[config.mk]
export PLATFORM = sky130hd
export DESIGN_NAME = integer_issue_sched_flat
export DESIGN_NICKNAME = d
export VERILOG_FILES = /design/src/rtl/integer_issue_sched_if.sv /design/src/rtl/integer_issue_sched.sv /design/src/flat_wrapper.sv
export SDC_FILE = /design/constraint.sdc
export NUM_CORES = 1
export LEC_CHECK = 0
export ABC_AREA = 1
export CAP_MARGIN = 20
export CELL_PAD_IN_SITES_DETAIL_PLACEMENT = 2
export CELL_PAD_IN_SITES_GLOBAL_PLACEMENT = 2
export CORE_AREA = 2 2 113 71
export CTS_BUF_LIST = sky130_fd_sc_hd__clkbuf_8
export DETAILED_ROUTE_END_ITERATION = 7
export DIE_AREA = 0 0 115 73
export PLACE_DENSITY_LB_ADDON = 0.25
export SLEW_MARGIN = 20
export SYNTH_ARGS = -nofsm -noshare
export SYNTH_HDL_FRONTEND = slang
export SYNTH_SLANG_ARGS = --single-unit
[constraint.sdc]
create_clock -name clk -period 2.4 [get_ports clk]
set_input_delay 0.48 -clock clk [delete_from_list [all_inputs] [get_ports clk]]
set_output_delay 0.48 -clock clk [all_outputs]
set_load 0.1 [all_outputs]
[src/rtl/integer_issue_sched_if.sv]
// Interface between the integer issue scheduler, the integer issue queue and
// the integer execute stage. The scheduler connects through the slave modport.
// The IIQ/execute side connects through the master modport.
interface integer_issue_sched_if #(
  parameter int N_ENTRIES    = 8,
  parameter int ROB_ID_WIDTH = 5
);
  localparam int IDX_W = $clog2(N_ENTRIES);

  logic [N_ENTRIES-1:0]              entry_ready;
  logic [N_ENTRIES*ROB_ID_WIDTH-1:0] entry_rob_id;
  logic [ROB_ID_WIDTH-1:0]           rob_head_id;
  logic                              ex_ready;
  logic                              flush;
  logic [ROB_ID_WIDTH-1:0]           flush_rob_id;
  logic [N_ENTRIES-1:0]              grant;
  logic                              issue_valid;
  logic [IDX_W-1:0]                  issue_idx;
  logic [ROB_ID_WIDTH-1:0]           issue_rob_id;

  modport master (
    output entry_ready, entry_rob_id, rob_head_id, ex_ready, flush, flush_rob_id,
    input  grant, issue_valid, issue_idx, issue_rob_id
  );

  modport slave (
    input  entry_ready, entry_rob_id, rob_head_id, ex_ready, flush, flush_rob_id,
    output grant, issue_valid, issue_idx, issue_rob_id
  );
endinterface

[src/rtl/integer_issue_sched.sv]
// Integer issue scheduler: picks one ready IIQ entry per cycle, grants it for
// dequeue and latches its index and ROB id into the issue register that feeds
// integer execute. Honours execute backpressure and kills younger work on a
// misprediction flush.
// Build option IIQ_AGE_SELECT_EN: when defined, the oldest ready entry (by ROB
// age relative to rob_head_id) wins; when undefined, the lowest-index ready
// entry wins and no selection age comparators are built.
module integer_issue_sched #(
  parameter int N_ENTRIES    = 8,
  parameter int ROB_ID_WIDTH = 5
) (
  input logic                 clk,
  input logic                 rst_aL,
  integer_issue_sched_if.slave bus
);
  localparam int IDX_W = $clog2(N_ENTRIES);

  logic                    issue_valid_q;
  logic [IDX_W-1:0]        issue_idx_q;
  logic [ROB_ID_WIDTH-1:0] issue_rob_id_q;

  logic                    win_found;
  logic [IDX_W-1:0]        win_idx;
  logic [ROB_ID_WIDTH-1:0] win_rob_id;
  logic                    can_load;
  logic                    do_grant;
  logic [ROB_ID_WIDTH-1:0] issue_age;
  logic [ROB_ID_WIDTH-1:0] flush_age;
  logic                    flush_kill;

`ifdef IIQ_AGE_SELECT_EN
  logic [ROB_ID_WIDTH-1:0] cand_age;
  logic [ROB_ID_WIDTH-1:0] win_age;

  // Oldest-first select: strict less-than keeps the lowest index on ties.
  always_comb begin
    // NOTE: every variable gets a default before the loop so no latch is
    // inferred; blocking '=' is correct here because later iterations must
    // see the running winner written by earlier ones.
    win_found  = 1'b0;
    win_idx    = '0;
    win_rob_id = '0;
    win_age    = '0;
    cand_age   = '0;
    for (int i = 0; i < N_ENTRIES; i++) begin
      cand_age = bus.entry_rob_id[i*ROB_ID_WIDTH +: ROB_ID_WIDTH] - bus.rob_head_id;
      if (bus.entry_ready[i] && (!win_found || cand_age < win_age)) begin
        win_found  = 1'b1;
        win_idx    = IDX_W'(i);
        win_rob_id = bus.entry_rob_id[i*ROB_ID_WIDTH +: ROB_ID_WIDTH];
        win_age    = cand_age;
      end
    end
  end
`else
  // Fixed-priority select: the lowest-index ready entry wins.
  always_comb begin
    win_found  = 1'b0;
    win_idx    = '0;
    win_rob_id = '0;
    for (int i = 0; i < N_ENTRIES; i++) begin
      if (bus.entry_ready[i] && !win_found) begin
        win_found  = 1'b1;
        win_idx    = IDX_W'(i);
        win_rob_id = bus.entry_rob_id[i*ROB_ID_WIDTH +: ROB_ID_WIDTH];
      end
    end
  end
`endif

  // The register may load when empty or when execute drains it this edge.
  // Grant is suppressed during flush and while reset is asserted.
  assign can_load = !issue_valid_q || bus.ex_ready;
  assign do_grant = rst_aL && can_load && !bus.flush && win_found;

  // Flush kills the held instruction only if it is strictly younger than the
  // mispredicting one; ages wrap in ROB_ID_WIDTH bits.
  assign issue_age  = issue_rob_id_q - bus.rob_head_id;
  assign flush_age  = bus.flush_rob_id - bus.rob_head_id;
  assign flush_kill = issue_valid_q && (issue_age > flush_age);

  // One-hot grant of the winner, zero when no load is allowed.
  always_comb begin
    bus.grant = '0;
    if (do_grant) bus.grant[win_idx] = 1'b1;
  end

  // Issue register: reset, then flush, then load, then drain, else hold.
  always_ff @(posedge clk) begin
    // NOTE: the payload fields are cleared on reset too, so issue_idx and
    // issue_rob_id read as zero after reset rather than as stale values.
    if (!rst_aL) begin
      issue_valid_q  <= 1'b0;
      issue_idx_q    <= '0;
      issue_rob_id_q <= '0;
    end else if (bus.flush) begin
      if (flush_kill) issue_valid_q <= 1'b0;
    end else if (do_grant) begin
      issue_valid_q  <= 1'b1;
      issue_idx_q    <= win_idx;
      issue_rob_id_q <= win_rob_id;
    end else if (issue_valid_q && bus.ex_ready) begin
      issue_valid_q <= 1'b0;
    end
  end

  assign bus.issue_valid  = issue_valid_q;
  assign bus.issue_idx    = issue_idx_q;
  assign bus.issue_rob_id = issue_rob_id_q;
endmodule

[src/flat_wrapper.sv]
// flat-port wrapper written by rule: the top's interface ports become plain ports
module integer_issue_sched_flat 
#(
  parameter int N_ENTRIES    = 8,
  parameter int ROB_ID_WIDTH = 5
)
  (clk, rst_aL, bus_entry_ready, bus_entry_rob_id, bus_rob_head_id, bus_ex_ready, bus_flush, bus_flush_rob_id, bus_grant, bus_issue_valid, bus_issue_idx, bus_issue_rob_id);
  integer_issue_sched_if #(.N_ENTRIES(N_ENTRIES), .ROB_ID_WIDTH(ROB_ID_WIDTH)) bus_i ();
  input logic clk;
  input logic rst_aL;
  input wire logic [$bits(bus_i.entry_ready)-1:0] bus_entry_ready;
  input wire logic [$bits(bus_i.entry_rob_id)-1:0] bus_entry_rob_id;
  input wire logic [$bits(bus_i.rob_head_id)-1:0] bus_rob_head_id;
  input wire logic [$bits(bus_i.ex_ready)-1:0] bus_ex_ready;
  input wire logic [$bits(bus_i.flush)-1:0] bus_flush;
  input wire logic [$bits(bus_i.flush_rob_id)-1:0] bus_flush_rob_id;
  output wire logic [$bits(bus_i.grant)-1:0] bus_grant;
  output wire logic [$bits(bus_i.issue_valid)-1:0] bus_issue_valid;
  output wire logic [$bits(bus_i.issue_idx)-1:0] bus_issue_idx;
  output wire logic [$bits(bus_i.issue_rob_id)-1:0] bus_issue_rob_id;
  assign bus_i.entry_ready = bus_entry_ready;
  assign bus_i.entry_rob_id = bus_entry_rob_id;
  assign bus_i.rob_head_id = bus_rob_head_id;
  assign bus_i.ex_ready = bus_ex_ready;
  assign bus_i.flush = bus_flush;
  assign bus_i.flush_rob_id = bus_flush_rob_id;
  assign bus_grant = bus_i.grant;
  assign bus_issue_valid = bus_i.issue_valid;
  assign bus_issue_idx = bus_i.issue_idx;
  assign bus_issue_rob_id = bus_i.issue_rob_id;
  integer_issue_sched #(.N_ENTRIES(N_ENTRIES), .ROB_ID_WIDTH(ROB_ID_WIDTH)) u_core (.clk(clk), .rst_aL(rst_aL), .bus(bus_i));
endmodule
### Word-level counts from Yosys, hierarchy flattened

Cells that the tools add are included.

| cells by class | value |
|---|---|
| $lt $le $gt $ge | 3 |
| reductions and logical operators | 26 |
| equal/unequal tests | 1 |
| multiplexer cells | 30 |
| add/sub/neg operators | 2 |
| bitwise gates (word level) | 1 |

Operators with widths:

| cell | count |
|---|---|
| two-way mux 5 bit | 8 |
| two-way mux 1 bit | 14 |
| logical AND 1 bit | 13 |
| two-way mux 3 bit | 4 |
| subtractor 5 bit | 2 |
| zero test 1 bit | 9 |
| two-way mux 8 bit | 1 |
| > comparator 5 bit | 1 |
| < comparator 3 x 4 -> 1 bit (second input constant) | 1 |
| two-way mux 2 bit | 2 |
| AND reduction 2 bit | 2 |
| demux 1 bit (select 3 bit) | 1 |
| greater-or-equal comparator 3 x 1 -> 1 bit (second input constant) | 1 |
| nonzero test 3 bit | 1 |
| != test 2 x 1 -> 1 bit (second input constant) | 1 |
| logical OR 1 bit | 1 |
| NOT 1 bit | 1 |

| word-level totals | value |
|---|---|
| bits of input ports | 62 |
| flip-flop bits (word level) | 9 |

### Depth between registers and ports, before layout

Gate-level depths: netlist of the first run.

| logic depth | value |
|---|---|
| word-level depth | 27 |
| gate-level depth with buffers | 14 |

### Least setup slack after synthesis of the first run

Ideal clock, no wire load.

| timing | value |
|---|---|
| path type | input to output |
| start | in bus_entry_ready[1] |
| end | out bus_grant[7] |
| setup slack | -1.906 ns |
| arrival time | 3.826 ns |
| stages | 5 |
| required time | 1.920 ns |
| cells stage by stage | nor2_4 > nand4_4 > nor2_4 > nand3_2 > nor4_1 |

| between the ends | value |
|---|---|
| cells in the longest elaborated chain, start to end | 25 |
| elaborated cells between the ends (all ways) | 34 |

RTL lines:

| item | RTL line | text |
|---|---|---|
| start, declared | flat_wrapper.sv:11 | `input wire logic [$bits(bus_i.entry_ready)-1:0] bus_entry_ready;` |
| logical AND 1 bit (*) | integer_issue_sched.sv:62 | `if (bus.entry_ready[i] && !win_found) begin` |
| two-way mux 1 bit | integer_issue_sched.sv:62 |  |
| zero test 1 bit | integer_issue_sched.sv:62 |  |
| logical AND 1 bit | integer_issue_sched.sv:62 |  |
| two-way mux 1 bit | integer_issue_sched.sv:62 |  |
| zero test 1 bit | integer_issue_sched.sv:62 |  |
| logical AND 1 bit | integer_issue_sched.sv:62 |  |
| two-way mux 1 bit | integer_issue_sched.sv:62 |  |
| [... 9 more ...] | -- |  |
| zero test 1 bit | integer_issue_sched.sv:62 |  |
| logical AND 1 bit | integer_issue_sched.sv:62 |  |
| two-way mux 3 bit | integer_issue_sched.sv:62 |  |
| < comparator 3 x 4 -> 1 bit (not written as such) / greater-or-equal comparator 3 x 1 -> 1 bit (equally long branches) | integer_issue_sched.sv:85 | `if (do_grant) bus.grant[win_idx] = 1'b1;` |
| logical AND 1 bit (not written as such) | integer_issue_sched.sv:85 |  |
| two-way mux 1 bit (not written as such) | integer_issue_sched.sv:85 |  |
| demux 1 bit (select 3 bit) | -- |  |
| two-way mux 8 bit (*) | integer_issue_sched.sv:85 |  |
| end, declared | flat_wrapper.sv:17 | `output wire logic [$bits(bus_i.grant)-1:0] bus_grant;` |

Mark *: on every way between the ends. The rest lies on a longest branch, timed or not.

### Final worst setup path of the first run

| timing | value |
|---|---|
| start | in bus_entry_ready[0] |
| end | out bus_grant[6] |

| between the ends | value |
|---|---|
| cells in the longest elaborated chain, start to end | 27 |
| elaborated cells between the ends (all ways) | 36 |

RTL lines:

| item | RTL line |
|---|---|
| two-way mux 1 bit (*) | integer_issue_sched.sv:62 |
| zero test 1 bit | integer_issue_sched.sv:62 |
| logical AND 1 bit | integer_issue_sched.sv:62 |
| two-way mux 1 bit | integer_issue_sched.sv:62 |
| zero test 1 bit | integer_issue_sched.sv:62 |
| logical AND 1 bit | integer_issue_sched.sv:62 |
| two-way mux 1 bit | integer_issue_sched.sv:62 |
| zero test 1 bit | integer_issue_sched.sv:62 |
| [... 11 more ...] | -- |
| zero test 1 bit | integer_issue_sched.sv:62 |
| logical AND 1 bit | integer_issue_sched.sv:62 |
| two-way mux 3 bit | integer_issue_sched.sv:62 |
| < comparator 3 x 4 -> 1 bit (not written as such) / greater-or-equal comparator 3 x 1 -> 1 bit (equally long branches) | integer_issue_sched.sv:85 |
| logical AND 1 bit (not written as such) | integer_issue_sched.sv:85 |
| two-way mux 1 bit (not written as such) | integer_issue_sched.sv:85 |
| demux 1 bit (select 3 bit) | -- |
| two-way mux 8 bit (*) | integer_issue_sched.sv:85 |

Marks and branches as above.

==> results of run 1 <==
==> area by class of cell <==
class	count	share of cell area, %
tap	94	4.16
sequential	9	6.68
timing repair buffer	127	42.0
clock inverter	1	0.133
multi-input combinational	156	41.0
inverter	34	4.51
clock buffer	3	1.46
==> where the power goes <==
part,internal (mW),total [mW],switching (mW)
clock network,0.112,0.184,0.0719
registers,0.160,0.171,0.0109
logic,0.276,0.583,0.307
total,0.548,0.938,0.390
==> how the worst max path moves through the flow <==
stage,from,endpoint,slack (ns)
floorplan,bus_entry_ready[0],bus_grant[7],-0.16
global placement,bus_rob_head_id[0],u_core.bus.issue_valid$_SDFFE_PN0P_,-0.33
detailed placement,bus_rob_head_id[0],u_core.bus.issue_valid$_SDFFE_PN0P_,-0.44
CTS,bus_entry_ready[0],bus_grant[6],0.00003
global route,bus_flush_rob_id[0],u_core.bus.issue_valid$_SDFFE_PN0P_,0.008
finish,bus_entry_ready[0],bus_grant[6],0.11
==> through the flow <==
step | total power, mW | setup WS [ns] | setup TNS [ns] | hold WS, ns | utilization, %
after global placement | 0.660 | -0.332 | -1.94 | 0.465 | 33.8
after floorplan | 0.430 | -0.164 | -0.198 | 0.611 | -
final | 0.938 | 0.108 | 0 | 0.484 | 37.7
after global routing | 1.01 | 0.00765 | 0 | 0.504 | 37.7
after CTS | 0.892 | 0.0000255 | 0 | 0.491 | 36.5
after detailed placement | 0.669 | -0.444 | -2.47 | 0.476 | 33.8
==> state kept, by name, summed over array words and instances, names as in the netlist <==
register,cells
u_core.bus.issue_rob_id,5
u_core.bus.issue_idx,3
u_core.bus.issue_valid,1
==> worst register-to-register path, delay by kind of cell (launching register included) <==
family	cells	cell delay, ns
compound gates	2	0.20
xor+xnor	1	0.15
fa+ha+maj	3	0.87
buf+inv	3	0.26
flops	1	0.33
simple gates	3	0.28
==> repair_timing <==
action / 4_1_cts / 5_1_grt
setup buffers: 9 / 4
gates resized for setup: 44 / 34
pin swaps: 22 / 23
setup endpoints to repair: 9 / 9
==> cells in the final DEF (no fill, tap or decap), drive strengths merged <==
cell type / n
buf: 68
nand2: 44
clkdlybuf4s50: 43
inv: 35
nor2: 29
a21oi: 19
nand3: 18
ha: 13
o21ai: 10
dfxtp: 9
clkbuf: 8
dlymetal6s2s: 6
nand4: 5
dlygate4sd2: 4
xor2: 4
xnor2: 4
nor3: 3
fa: 2
or2: 1
a21o: 1
a31oi: 1
nor4: 1
o221ai: 1
clkdlybuf4s15: 1
==> metal layers <==
layer | GRT usage, % | share of wire (%) | vias up
met5 | 0 | 0 | -
met4 | 2.41 | 1.4 | 0
met3 | 3.07 | 3.4 | 7
met2 | 28.0 | 46 | 39
met1 | 23.0 | 49 | 831
li1 | - | - | 909
==> cells by family after synthesis <==
logic type      share of synthesized area (%)
xor+xnor                                 5.71
flops                                    14.7
fa+ha+maj                                16.5
buf+inv                                  11.3
compound gates                           13.7
simple gates                             38.1
==> metrics, run 1 <==
status completed; wire per inst 16.0 um; Final min period 2.29 ns; share of layout cells above drive strength 1 42.4%; Crit Path Max Fanout 3; Peak VDD IR 0.147 mV; final setup fails 0; Crit. End Element primary output; total of max-cap violations 0; WHS Path Cells 2; DR DRC count 0; Buf+Inv Stages, Crit Path 3; critical path's most frequent cell nor2_4; syn_nets ~280; average size of a mapped cell slightly above 6 sq um; WP data required 1.92 ns; first-pass GRT wire length 10700 um; vias in the first global route 2056; chip width 115 um; ys flop type dfxtp_1; io pins 79; RR Endpoint u_core.bus.issue_valid$_SDFFE_PN0P_; Total Die Area 0.00840 sq mm; LEAKAGE 1.35 nW; worst slew pin tran 0.294 ns; CTS buffer count 3; H-tree depth 1; Final Wtd Congestion just over 0.8; CTS Hold Bufs 0; FFs w/ async S/R, synth 0%; CTS root buffer clkbuf_8; Yosys top cell by area dfxtp_1; nets 408; DRT Wirelength 6780 um; Peak Freq 436 MHz; top post-synthesis cells by area dfxtp_1 15%, ha_1 13%, nand2_1 13%, inv_1 10%, nor2_1 8.0%; initial detailed-routing violation count 34; share of the synthesized area in the top cell type ~15%; Synth Warn # 0; die height roughly 73 um; pwr dens 332 mW/mm^2; Yosys cell types 24; ANT cells 0; worst rel slew slack 80.3%; area grow syn2layout 130%; Worst-path clk slew 0.05 ns; clock sink count 9; Hold Path Sink u_core.bus.issue_idx[0]$_SDFFE_PN0P_; vias post-DR 1786; CP arrival about 1.8 ns; DP Wirelength 5560 um; Core Rows 25; RSZ-0062 raised after global routing false; CP cell instances buf_2 > nor2_4 > nand4_4 > nor2_4 > buf_6 > nor2_4 > nand2_2 > nand2_4 > nor3_4 > buf_12; CP max stage cell nor3_4; non-filler instance count after layout 424; FF-to-FF path depth 12; number of fill cells 880; TritonRoute pass-1 iters 3; Top delay family on crit path simple AND/OR/NAND/NOR gates; Slew Limit Fails 0; Seq/Total Area, Yosys about 15%; Design Area, Final 0.00283 sq mm; pin count of the biggest net entering global routing 11; Worst setup SP type input port; Syn Inst Count 200; clk buf depth 2; Placed Cells 407; gr usage total between 15 and 20%; final hold violations 0; starting density of the core 16.3%; vias per cell 4.21; worst r2r src u_core.bus.issue_rob_id[0]$_SDFFE_PN0P_; Worst R2R Setup Slack ~0.21 ns; initial antenna violation count 0; CP Class in2out; # port buffers 78; crit share post-route 95.5%; DP Area 0.00254 sq mm; storage element area 189 sq um; number of flops mapped to enable cells by yosys 0; worst hold path class reg2reg; grt ovf 0; Routed Antenna Nets 0; CP peak stage delay roughly 0.25 ns; Fin Clk Skew between 0.007 and 0.008 ns; clk_lat worst skew approximately 0.25 ns; multi-input logic area about 0.0012 sq mm; stages on the worst setup path 10; register bit total from synthesis 9; most common cell in the netlist nand2_1; Core ar. 0.00751 sq mm; min-delay src u_core.bus.issue_idx[0]$_SDFFE_PN0P_; CTS tree built; Post-synth top cells 43 x nand2_1, 34 x inv_1, 26 x nor2_1; mapped cell area between 0.001 and 0.0015 sq mm
(Power assumes the default switching activity.)
==> run 2, diff against run 1 <==
Settings changed: CELL_PAD_IN_SITES_DETAIL_PLACEMENT 2 to 1.
==> run 2 against run 1 <==
Critical path type unchanged; register-to-register slack better by 0.03 ns; clock skew down 0.0064 ns; final area up 0.97%; die area unchanged; global-route usage down 2.9 points; sequential power about the same; worst hold slack worse by 0.0074 ns; worst setup slack worse by 0.0056 ns; non-clock buffer count down 1; routed wire length down 18%; total power down 2.4%.
==> metrics, run 2 (synthesis results as in run 1) <==
Hold Path Sink u_core.bus.issue_idx[0]$_SDFFE_PN0P_; GRT Max-Usage Layer met1; Slew Limit Fails 0 (unchanged); number of flip-flops under the largest register name 5 (unchanged); met1 Use GR 21.4% (-1.6 points); H-tree depth 1 (unchanged); status completed; min-delay src u_core.bus.issue_idx[0]$_SDFFE_PN0P_; worst hold path class reg2reg; Core ar. 0.00751 sq mm (unchanged); Placed Cells 407 (unchanged); total of max-cap violations 0 (unchanged); Worst setup SP type input port; WHS Path Cells 2 (unchanged); WP data required 1.92 ns (about the same); crit share post-route 95.7% (+0.23 points); # port buffers 78 (unchanged); Worst-path clk slew 0.05 ns (about the same); CTS buffer count 3 (unchanged); clk buf depth 2 (unchanged); CP arrival 1.82 ns (about the same); area grow syn2layout 133%; DP Wirelength 4830 um (-13%); LEAKAGE 1.34 nW (-1.3%); Setup WS post-layout 0.102 ns (-0.00561 ns); CP Class in2out; FF-to-FF path depth 12 (unchanged); io pins 79 (unchanged); ANT cells 0 (unchanged); gr usage total 13.8% (-2.9 points); met2 GRT Util 20.3% (-7.7 points); pin count of the biggest net entering global routing 11 (unchanged); Final min period 2.30 ns (+0.00561 ns); RSZ-0062 raised after global routing true; commonest cells after routing, fill and taps aside 55 x buf_4, 46 x clkdlybuf4s50_1, 39 x nand2_1; share of layout cells above drive strength 1 40.7% (-1.7 points); CTS root buffer clkbuf_8; Peak VDD IR 0.167 mV (+13%); DRT Wirelength 5580 um (-18%); first-pass GRT wire length 9080 um (-15%); worst rel slew slack 80.0% (-0.28 points); TritonRoute pass-1 iters 4 (+1); non-filler instance count after layout 423 (-0.24%); pwr dens 320 mW/mm^2 (-3.4%); Core Rows 25 (unchanged); wire per inst 13.2 um (-17%); number of fill cells 910 (+3.4%); Crit Path Max Fanout 4 (+1); vias post-DR 1694 (-5.2%); Fin Clk Skew 0.00144 ns (-0.00637 ns); Total Die Area 0.00840 sq mm (unchanged); Routed Antenna Nets 0 (unchanged); vias in the first global route 1771 (-14%); met3 Usage GRT 3.32% (+0.25 points); die height 73 um (unchanged); RR Endpoint u_core.bus.issue_valid$_SDFFE_PN0P_; CTS tree built; worst r2r src u_core.bus.issue_rob_id[0]$_SDFFE_PN0P_; Crit. End Element primary output; grt ovf 0 (unchanged); worst slew pin tran 0.298 ns (+0.00413 ns); clock sink count 9 (unchanged); Final Wtd Congestion 0.819 (unchanged); DR DRC count 0 (unchanged); Worst R2R Setup Slack 0.24 ns (+0.03 ns); final hold violations 0 (unchanged); initial antenna violation count 0 (unchanged); Peak Freq 435 MHz (-0.24%); nets 407 (-0.25%); starting density of the core 16.3% (unchanged); clk_lat worst skew 0.23 ns (-0.02 ns); final setup fails 0 (unchanged); vias per cell 4.00 (-4.9%); Finished Core Util 38.1% (+0.37 points); commonest non-fill, non-tap cell in the layout buf_4; chip width 115 um (unchanged); DP Worst Slack -0.466 ns (-0.0220 ns); initial detailed-routing violation count 31 (-8.8%)
[run 2: cell count changes in the layout (fill, tap and decap cells not counted), sizes merged]
cell	before	now
buf	68	66
clkbuf	8	3
clkdlybuf4s15	1	4
clkdlybuf4s50	43	46
dlygate4sd2	4	6
dlymetal6s2s	6	4
[run 2: how the worst max path moves through the flow]
stage / startpoint / to / cells after the start
CTS: bus_entry_ready[1] / bus_grant[7] / 8
floorplan: bus_entry_ready[0] / bus_grant[7] / 5
global route: bus_entry_ready[3] / bus_grant[6] / 9
finish: bus_flush / bus_grant[0] / 6
global placement: bus_rob_head_id[0] / u_core.bus.issue_valid$_SDFFE_PN0P_ / 13
detailed placement: bus_rob_head_id[0] / u_core.bus.issue_valid$_SDFFE_PN0P_ / 12
[run 2: critical path, cell delays in order]
cell             delay [ns]
clkdlybuf4s50_1        0.45
nor3_2                 0.21
nand2_2                0.12
or2_4                  0.27
nor2_4                 0.11
buf_12                 0.18
[run 2: per-stage QoR]
| stage | total power [mW] | setup TNS (ns) | instance area, sq um | hold WS (ns) |
|---|---|---|---|---|
| floorplan | 0.430 | -0.198 | 1320 | 0.611 |
| detailed placement | 0.659 | -2.35 | 2540 | 0.463 |
| CTS | 0.875 | 0 | 2730 | 0.478 |
| global route | 0.991 | -0.0242 | 2860 | 0.494 |
| finish | 0.915 | 0 | 2860 | 0.476 |
| global placement | 0.660 | -1.94 | 2540 | 0.465 |
[run 2: final cells by class]
type | count | area (sq um) | share of cell area (%)
sequential | 9 | 189 | 6.61
clock inverter | 1 | 3.75 | 0.131
timing repair buffer | 126 | 1200 | 42.2
inverter | 34 | 128 | 4.47
tap | 94 | 118 | 4.12
clock buffer | 3 | 41.3 | 1.45
multi-input combinational | 156 | 1170 | 41.0
[run 2: repair_timing]
action | in CTS | in global routing
endpoints found under the setup margin | 9 | 8
pin swaps | 22 | 23
buffers inserted | 8 | 4
hold buffers | 0 | 0
gates resized for setup | 44 | 24
[run 2: power by group]
part | switching [mW] | leakage [nW] | internal (mW)
combinational | 0.293 | 1.23 | 0.278
sequential | 0.0109 | 0.0760 | 0.160
clock | 0.0620 | 0.0269 | 0.112
total | 0.366 | 1.34 | 0.549
[run 2: layer usage]
metal / part of all wire, % / wire length [um]
met3: 4.5 / 251
met1: 55 / 3070
met2: 41 / 2260
met4: 0 / 0
met5: 0 / 0
